### config.mk
export PLATFORM = sky130hd
export DESIGN_NAME = xgriscv_ifetch_flat
export DESIGN_NICKNAME = d
export VERILOG_FILES = /design/src/rtl/xgriscv_ifetch_pkg.sv /design/src/rtl/xgriscv_ifetch_if.sv /design/src/rtl/xgriscv_ifetch_ifid_reg.sv /design/src/rtl/xgriscv_ifetch.sv /design/src/flat_wrapper.sv
export SDC_FILE = /design/constraint.sdc
export NUM_CORES = 1
export LEC_CHECK = 0
export CORE_MARGIN = 5
export CORE_UTILIZATION = 40
export DETAILED_ROUTE_END_ITERATION = 10
export HOLD_SLACK_MARGIN = 0.08
export PLACE_DENSITY = 0.65
export SYNTH_ARGS = -nofsm -noshare
export SYNTH_HDL_FRONTEND = slang
export SYNTH_SLANG_ARGS = --single-unit
export TNS_END_PERCENT = 5
### constraint.sdc
create_clock -name clk -period 3.7 [get_ports clk]
set_input_delay 0.555 -clock clk [delete_from_list [all_inputs] [get_ports clk]]
set_output_delay 0.555 -clock clk [all_outputs]
set_load 0.005 [all_outputs]
### src/rtl/xgriscv_ifetch_pkg.sv
// ----------------------------------------------------------------------------
// xgriscv_ifetch_pkg
//   Shared constants and types for the xgriscv instruction-fetch stage.
//   - ADDR_SIZE / INSTR_SIZE : address and instruction widths (32)
//   - INSTR_NOP              : canonical NOP (addi x0,x0,0) shown in empty slots
//   - if_state_e             : fetch FSM states (2-bit encoding)
//   - ifid_t                 : IF/ID pipeline register payload
//   - pc_align()             : clears the two low address bits
// ----------------------------------------------------------------------------
package xgriscv_ifetch_pkg;

   localparam int unsigned ADDR_SIZE  = 32;
   localparam int unsigned INSTR_SIZE = 32;

   localparam logic [INSTR_SIZE-1:0] INSTR_NOP = 32'h0000_0013;

   typedef enum logic [1:0] {
      IF_REQ   = 2'd0,  // request driven, waiting for grant
      IF_WAIT  = 2'd1,  // granted, waiting for response
      IF_DRAIN = 2'd2,  // discarding one stale response after a redirect
      IF_SKID  = 2'd3   // response parked in skid buffer while decode stalls
   } if_state_e;

   typedef struct packed {
      logic                  valid;
      logic [ADDR_SIZE-1:0]  pc;
      logic [ADDR_SIZE-1:0]  pcplus4;
      logic [INSTR_SIZE-1:0] instr;
   } ifid_t;

   function automatic logic [ADDR_SIZE-1:0] pc_align(input logic [ADDR_SIZE-1:0] a);
      return a & ~32'h0000_0003;
   endfunction

endpackage

### src/rtl/xgriscv_ifetch_if.sv
// ----------------------------------------------------------------------------
// xgriscv_ifetch_if
//   Bundles the fetch stage's instruction-memory handshake, the decode-side
//   control (stall / redirect) and the IF/ID outputs.
//   master : the fetch stage (drives imem_req/addr and id_*)
//   slave  : the environment (instruction memory + decode stage)
//   Signals:
//     stall_id, redirect, redirect_pc       decode -> fetch
//     imem_req, imem_addr                   fetch  -> memory
//     imem_gnt, imem_rvalid, imem_rdata     memory -> fetch
//     id_valid, id_pc, id_pcplus4, id_instr fetch  -> decode
// ----------------------------------------------------------------------------
interface xgriscv_ifetch_if;
   import xgriscv_ifetch_pkg::*;

   logic                  stall_id;
   logic                  redirect;
   logic [ADDR_SIZE-1:0]  redirect_pc;

   logic                  imem_req;
   logic [ADDR_SIZE-1:0]  imem_addr;
   logic                  imem_gnt;
   logic                  imem_rvalid;
   logic [INSTR_SIZE-1:0] imem_rdata;

   logic                  id_valid;
   logic [ADDR_SIZE-1:0]  id_pc;
   logic [ADDR_SIZE-1:0]  id_pcplus4;
   logic [INSTR_SIZE-1:0] id_instr;

   modport master (
      input  stall_id, redirect, redirect_pc,
      output imem_req, imem_addr,
      input  imem_gnt, imem_rvalid, imem_rdata,
      output id_valid, id_pc, id_pcplus4, id_instr
   );

   modport slave (
      output stall_id, redirect, redirect_pc,
      input  imem_req, imem_addr,
      output imem_gnt, imem_rvalid, imem_rdata,
      input  id_valid, id_pc, id_pcplus4, id_instr
   );

endinterface

### src/rtl/xgriscv_ifetch_ifid_reg.sv
// ----------------------------------------------------------------------------
// xgriscv_ifid_reg
//   IF/ID pipeline register holding {valid, pc, pcplus4, instr}.
//   Ports:
//     clk, reset : clock, synchronous active-high reset
//     i_ld       : load i_d
//     i_flush    : clear valid and show NOP (wins over i_ld)
//     i_d        : next payload
//     o_q        : current payload
//   Reset clears pc/pcplus4 to 0; flush leaves them untouched.
// ----------------------------------------------------------------------------
module xgriscv_ifid_reg
   import xgriscv_ifetch_pkg::*;
(
   input  logic  clk,
   input  logic  reset,
   input  logic  i_ld,
   input  logic  i_flush,
   input  ifid_t i_d,
   output ifid_t o_q
);

   ifid_t r_q;

   always_ff @(posedge clk) begin
      if (reset) begin
         r_q.valid   <= 1'b0;
         r_q.pc      <= '0;
         r_q.pcplus4 <= '0;
         r_q.instr   <= INSTR_NOP;
      end else if (i_flush) begin
         r_q.valid   <= 1'b0;
         r_q.instr   <= INSTR_NOP;
      end else if (i_ld) begin
         r_q         <= i_d;
      end
   end

   assign o_q = r_q;

endmodule

### src/rtl/xgriscv_ifetch.sv
// ----------------------------------------------------------------------------
// xgriscv_ifetch
//   Instruction-fetch stage: holds the PC, issues one instruction-memory
//   request at a time (req/gnt/rvalid) and feeds decode through the IF/ID
//   register, with stall, redirect/flush and a one-entry skid buffer.
//   Ports:
//     clk, reset : clock, synchronous active-high reset
//     bus        : xgriscv_ifetch_if.master (memory handshake, decode control,
//                  IF/ID outputs)
//   Parameter:
//     RESET_PC   : PC loaded on reset
// ----------------------------------------------------------------------------
module xgriscv_ifetch
   import xgriscv_ifetch_pkg::*;
#(
   parameter logic [ADDR_SIZE-1:0] RESET_PC = 32'h0000_0000
)(
   input  logic               clk,
   input  logic               reset,
   xgriscv_ifetch_if.master   bus
);

   if_state_e             r_state;
   if_state_e             w_state_nxt;
   logic [ADDR_SIZE-1:0]  r_pc;
   logic [ADDR_SIZE-1:0]  r_skid_pc;
   logic [INSTR_SIZE-1:0] r_skid_instr;

   logic [ADDR_SIZE-1:0]  w_pc_plus4;
   logic                  w_ld;
   logic                  w_resp;
   logic                  w_ifid_ld;
   logic                  w_ifid_flush;
   ifid_t                 w_ifid_d;
   ifid_t                 w_ifid_q;

   assign w_pc_plus4 = r_pc + 32'd4;
   // IF/ID may take new data when decode consumes or the slot is empty
   assign w_ld       = !bus.stall_id || !w_ifid_q.valid;
   assign w_resp     = (r_state == IF_WAIT) && bus.imem_rvalid;

   // ---------------- state register ----------------
   always_ff @(posedge clk) begin
      if (reset) begin
         r_state <= IF_REQ;
      end else begin
         r_state <= w_state_nxt;
      end
   end

   // ---------------- next-state logic ----------------
   always_comb begin
      w_state_nxt = r_state;
      if (bus.redirect) begin
         // drain only if a request is still outstanding after this edge
         unique case (r_state)
            IF_REQ:   w_state_nxt = bus.imem_gnt    ? IF_DRAIN : IF_REQ;
            IF_WAIT:  w_state_nxt = bus.imem_rvalid ? IF_REQ   : IF_DRAIN;
            IF_DRAIN: w_state_nxt = bus.imem_rvalid ? IF_REQ   : IF_DRAIN;
            IF_SKID:  w_state_nxt = IF_REQ;
            default:  w_state_nxt = IF_REQ;
         endcase
      end else begin
         unique case (r_state)
            IF_REQ:   if (bus.imem_gnt)    w_state_nxt = IF_WAIT;
            IF_WAIT:  if (bus.imem_rvalid) w_state_nxt = w_ld ? IF_REQ : IF_SKID;
            IF_DRAIN: if (bus.imem_rvalid) w_state_nxt = IF_REQ;
            IF_SKID:  if (!bus.stall_id)   w_state_nxt = IF_REQ;
            default:  w_state_nxt = IF_REQ;
         endcase
      end
   end

   // ---------------- output / datapath control ----------------
   always_comb begin
      bus.imem_req  = (r_state == IF_REQ) && !reset;
      bus.imem_addr = r_pc;

      w_ifid_flush  = 1'b0;
      w_ifid_ld     = 1'b0;
      w_ifid_d      = '{valid: 1'b1, pc: r_pc, pcplus4: w_pc_plus4,
                        instr: bus.imem_rdata};

      if (bus.redirect) begin
         // flush overrides stall_id
         w_ifid_flush = 1'b1;
      end else if (r_state == IF_WAIT) begin
         if (bus.imem_rvalid) begin
            w_ifid_ld = w_ld;
         end else if (w_ld) begin
            w_ifid_flush = 1'b1;  // decode consumed the slot, nothing new yet
         end
      end else if (r_state == IF_SKID && !bus.stall_id) begin
         w_ifid_ld = 1'b1;
         w_ifid_d  = '{valid: 1'b1, pc: r_skid_pc,
                       pcplus4: r_skid_pc + 32'd4, instr: r_skid_instr};
      end
   end

   // ---------------- PC and skid buffer ----------------
   always_ff @(posedge clk) begin
      if (reset) begin
         r_pc         <= RESET_PC;
         r_skid_pc    <= '0;
         r_skid_instr <= INSTR_NOP;
      end else if (bus.redirect) begin
         r_pc         <= pc_align(bus.redirect_pc);
         r_skid_pc    <= '0;
         r_skid_instr <= INSTR_NOP;
      end else if (w_resp) begin
         r_pc <= w_pc_plus4;
         if (!w_ld) begin
            r_skid_pc    <= r_pc;
            r_skid_instr <= bus.imem_rdata;
         end
      end
   end

   xgriscv_ifid_reg u_ifid (
      .clk     (clk),
      .reset   (reset),
      .i_ld    (w_ifid_ld),
      .i_flush (w_ifid_flush),
      .i_d     (w_ifid_d),
      .o_q     (w_ifid_q)
   );

   assign bus.id_valid   = w_ifid_q.valid;
   assign bus.id_pc      = w_ifid_q.pc;
   assign bus.id_pcplus4 = w_ifid_q.pcplus4;
   assign bus.id_instr   = w_ifid_q.instr;

endmodule

### src/flat_wrapper.sv
// flat-port wrapper written by rule: the top's interface ports become plain ports
module xgriscv_ifetch_flat import xgriscv_ifetch_pkg::*;
#(
   parameter logic [ADDR_SIZE-1:0] RESET_PC = 32'h0000_0000
)
  (clk, reset, bus_stall_id, bus_redirect, bus_redirect_pc, bus_imem_req, bus_imem_addr, bus_imem_gnt, bus_imem_rvalid, bus_imem_rdata, bus_id_valid, bus_id_pc, bus_id_pcplus4, bus_id_instr);
  xgriscv_ifetch_if bus_i ();
  input  logic clk;
  input  logic reset;
  input wire logic [$bits(bus_i.stall_id)-1:0] bus_stall_id;
  input wire logic [$bits(bus_i.redirect)-1:0] bus_redirect;
  input wire logic [$bits(bus_i.redirect_pc)-1:0] bus_redirect_pc;
  output wire logic [$bits(bus_i.imem_req)-1:0] bus_imem_req;
  output wire logic [$bits(bus_i.imem_addr)-1:0] bus_imem_addr;
  input wire logic [$bits(bus_i.imem_gnt)-1:0] bus_imem_gnt;
  input wire logic [$bits(bus_i.imem_rvalid)-1:0] bus_imem_rvalid;
  input wire logic [$bits(bus_i.imem_rdata)-1:0] bus_imem_rdata;
  output wire logic [$bits(bus_i.id_valid)-1:0] bus_id_valid;
  output wire logic [$bits(bus_i.id_pc)-1:0] bus_id_pc;
  output wire logic [$bits(bus_i.id_pcplus4)-1:0] bus_id_pcplus4;
  output wire logic [$bits(bus_i.id_instr)-1:0] bus_id_instr;
  assign bus_i.stall_id = bus_stall_id;
  assign bus_i.redirect = bus_redirect;
  assign bus_i.redirect_pc = bus_redirect_pc;
  assign bus_imem_req = bus_i.imem_req;
  assign bus_imem_addr = bus_i.imem_addr;
  assign bus_i.imem_gnt = bus_imem_gnt;
  assign bus_i.imem_rvalid = bus_imem_rvalid;
  assign bus_i.imem_rdata = bus_imem_rdata;
  assign bus_id_valid = bus_i.id_valid;
  assign bus_id_pc = bus_i.id_pc;
  assign bus_id_pcplus4 = bus_i.id_pcplus4;
  assign bus_id_instr = bus_i.id_instr;
  xgriscv_ifetch #(.RESET_PC(RESET_PC)) u_core (.clk(clk), .reset(reset), .bus(bus_i));
endmodule
==> impl_metrics.json <==
{
  "tritoncts": "yes",
  "cp.buffers_inverters": 1,
  "yosys.area_share.simple": 0.2696,
  "synth_edf_count": 0,
  "globalplace.congestion": 0.8353,
  "synth_top_family_by_area": "simple AND/OR/NAND/NOR gates",
  "rsz0062_at_grt": "no",
  "dp_hpwl_um": 19300,
  "slowest_delay_ps": 810,
  "ys.flop_type": "dfxtp_1",
  "cts_num_sinks": 187,
  "leakagePower_nw": 3.887,
  "nFillCells": 2182,
  "cts_setup_buffers": 0,
  "multi_input_comb_area_um2": 4907,
  "syn_area_um2": 9211,
  "hold_class": "flop to flop",
  "crit_path_start": "u_core.bus.imem_addr[2]$_SDFFE_PP0P_",
  "cts_root_buf": "clkbuf_16",
  "fin_setup_tns_ps": 0,
  "fin_worst_skew_ps": 13.27,
  "place_inst": 1592,
  "required_ps": 4000,
  "avgSynthCellArea_um2": 7.606,
  "syn_inst": 1211,
  "async_flop_share": 0,
  "power.density_nw_per_um2": 372.7,
  "synthTopCellsByArea": "dfxtp_1 (41%), nand2_1 (12%), a311oi_1 (5.8%)",
  "crit_type": "flop to flop",
  "routedWlPerCell_um": 18.00,
  "start_util": 0.4069,
  "area_growth_pct": 28.73,
  "synth.distinct_cells": 63,
  "status": "finished clean",
  "drv_cap": 0,
  "period_minus_slack_ps": 2892,
  "r2r-start": "u_core.bus.imem_addr[2]$_SDFFE_PP0P_",
  "grt_pass1_vias": 8360,
  "die_h_um": 161.8,
  "hold_start": "u_core.r_skid_instr[5]$_SDFFE_PP0P_",
  "crit_path_start_kind": "flop",
  "drt-initial-drc-count": 708,
  "cpMostUsedCell": "or4_1",
  "maxSlewHeadroom": 0.4137,
  "die_area_um2": 26160,
  "path_cells": "ha_1, nand3_1, buf_4, or4_1, or4_1, a21oi_1, a211oi_1",
  "power.total_mw": 4.419,
  "core_region_area_um2": 22640,
  "synth_top_area_share": 0.4064,
  "fmax_mhz": 345.7,
  "drive_gt1_frac": 0.05676,
  "synth_compound_area_frac": 0.1866,
  "viasPerCell": 5.602,
  "arrival_ps": 3190,
  "grt_max_degree": 78,
  "grt-ovfl-total": 0,
  "wl_um": 29260,
  "finalHoldViolCount": 0,
  "final_common_cell": "nand2_1",
  "setup_viol_count_final": 0,
  "drv_slew": 0,
  "synthAdderAreaFrac": 0.009508,
  "synth_xor_area_frac": 0.05420,
  "end_kind": "flop",
  "rows": 55,
  "vias": 9104,
  "cts_buffers": 17,
  "antenna_found_initial": 0,
  "antenna_left": 0,
  "h-tree-depth": 4,
  "finalNonFillerCells": 1625,
  "first_pass_iters": 5,
  "io_buffers": 191,
  "die_w_um": 161.8,
  "synth-seq-cells": 187,
  "grt_pass1_wl_um": 46000,
  "ir_worst_vdd_v": 0.0002391,
  "synth_warnings": 0,
  "hold_buffers": 0,
  "synth_top_area_cell": "dfxtp_1",
  "clockBufferDepth": 2,
  "grt_usage": 0.2175,
  "path_clk_slew_ps": 70,
  "drc": 0,
  "final_net_count": 1403,
  "ff_latch_area_um2": 3744,
  "fin_crit_sh": 0.7817,
  "seq_area_frac_synth": 0.4064,
  "io_pins": 200,
  "slowest_stage": "or4_1",
  "ctsResizeCount": 0,
  "clk_latency_ps": 440,
  "synth_mux_area_frac": 0.006792,
  "tightestPinTransition_ps": 871.4,
  "cp_max_fo": 12,
  "final_cell_mix": "nand2_1 (292), clkdlybuf4s50_1 (190), dfxtp_1 (187)",
  "cp_top_family": "simple AND/OR/NAND/NOR gates"
}
-- final timing paths --
kind,end,slack (ps),depth (start not counted)
min,u_core.r_skid_instr[5]$_SDFFE_PP0P_,460,2
max,u_core.u_ifid.o_q[60]$_SDFFE_PP0P_,810,7
min reg2reg,u_core.r_skid_instr[5]$_SDFFE_PP0P_,460,2
max reg2reg,u_core.u_ifid.o_q[60]$_SDFFE_PP0P_,810,7
-- worst register-to-register path, delay by kind of cell, from the launching register on --
family | cells | cell delay, ps
compound gates | 2 | 250
buf+inv | 1 | 220
fa+ha+maj | 1 | 280
flops | 1 | 520
simple gates | 3 | 1490
-- state kept, by name, summed over array words and instances, names as in the netlist --
name,count
u_core.u_ifid.o_q,93
u_core.r_skid_instr,32
u_core.r_skid_pc,30
u_core.r_state,2
u_core.bus.imem_addr,30
-- Yosys cell counts (4+ instances only) --
cell,instances
nand2_1,293
dfxtp_1,187
nor2_1,107
clkbuf_1,96
a21oi_1,90
a311oi_1,61
nor3_1,40
xnor2_1,34
nand3_1,32
xor2_1,23
a211oi_1,22
o21ai_0,20
inv_1,19
nor4_1,19
nand4_1,17
buf_4,15
and4_1,9
and3_1,8
o31ai_1,8
buf_1,7
ha_1,7
o31a_1,7
or3_1,7
nand2b_1,6
buf_2,5
a31oi_1,4
mux2i_1,4
o21a_1,4
or4_1,4
-- where the power goes --
part	switching (mW)	leakage [nW]	internal, mW
Clock	0.875	0.289	1.02
Sequential	0.0707	1.52	2.05
Combinational	0.194	2.08	0.206
Total	1.14	3.89	3.28
-- metrics by stage --
step	util	hold WS, ps	worst slack, ps	instance area (µm²)
6_report	0.5237	456.0	807.7	11860
5_1_grt	0.5236	472.2	610.8	11860
4_1_cts	0.5236	457.2	876.0	11860
3_5_place_dp	0.4968	446.5	760.8	11250
3_3_place_gp	0.4968	441.9	783.8	11250
2_1_floorplan	-	436.6	1460	9230
-- layout make-up --
| class | count | share of cell area |
|---|---|---|
| Multi-Input combinational cell | 885 | 0.4138 |
| Sequential cell | 187 | 0.3157 |
| Timing Repair Buffer | 216 | 0.1830 |
| Clock buffer | 17 | 0.03588 |
| Tap cell | 285 | 0.03007 |
| Clock inverter | 15 | 0.01530 |
| Inverter | 19 | 0.006015 |
| Antenna cell | 1 | 0.0002110 |
-- cells by family (layout without fill, tap and decap cells) --
family / count (synthesis) / in the layout
AND/OR/NAND/NOR: 558 / 558
other: 1 / 7
AO/OA/AOI/OAI: 251 / 251
XOR/XNOR: 57 / 57
buffers and inverters: 144 / 267
adder cells (fa/ha/maj): 7 / 7
multiplexers: 6 / 6
flip-flops: 187 / 187
-- metal layers --
metal | vias to the layer above | track usage | wire length [µm]
met5 | - | 0 | 0
met1 | 4298 | 0.2938 | 13350
met4 | 0 | 0.06728 | 607
li1 | 4465 | - | -
met2 | 308 | 0.3472 | 13360
met3 | 33 | 0.05100 | 1939
Note: power is estimated with default switching activity, not from simulation.
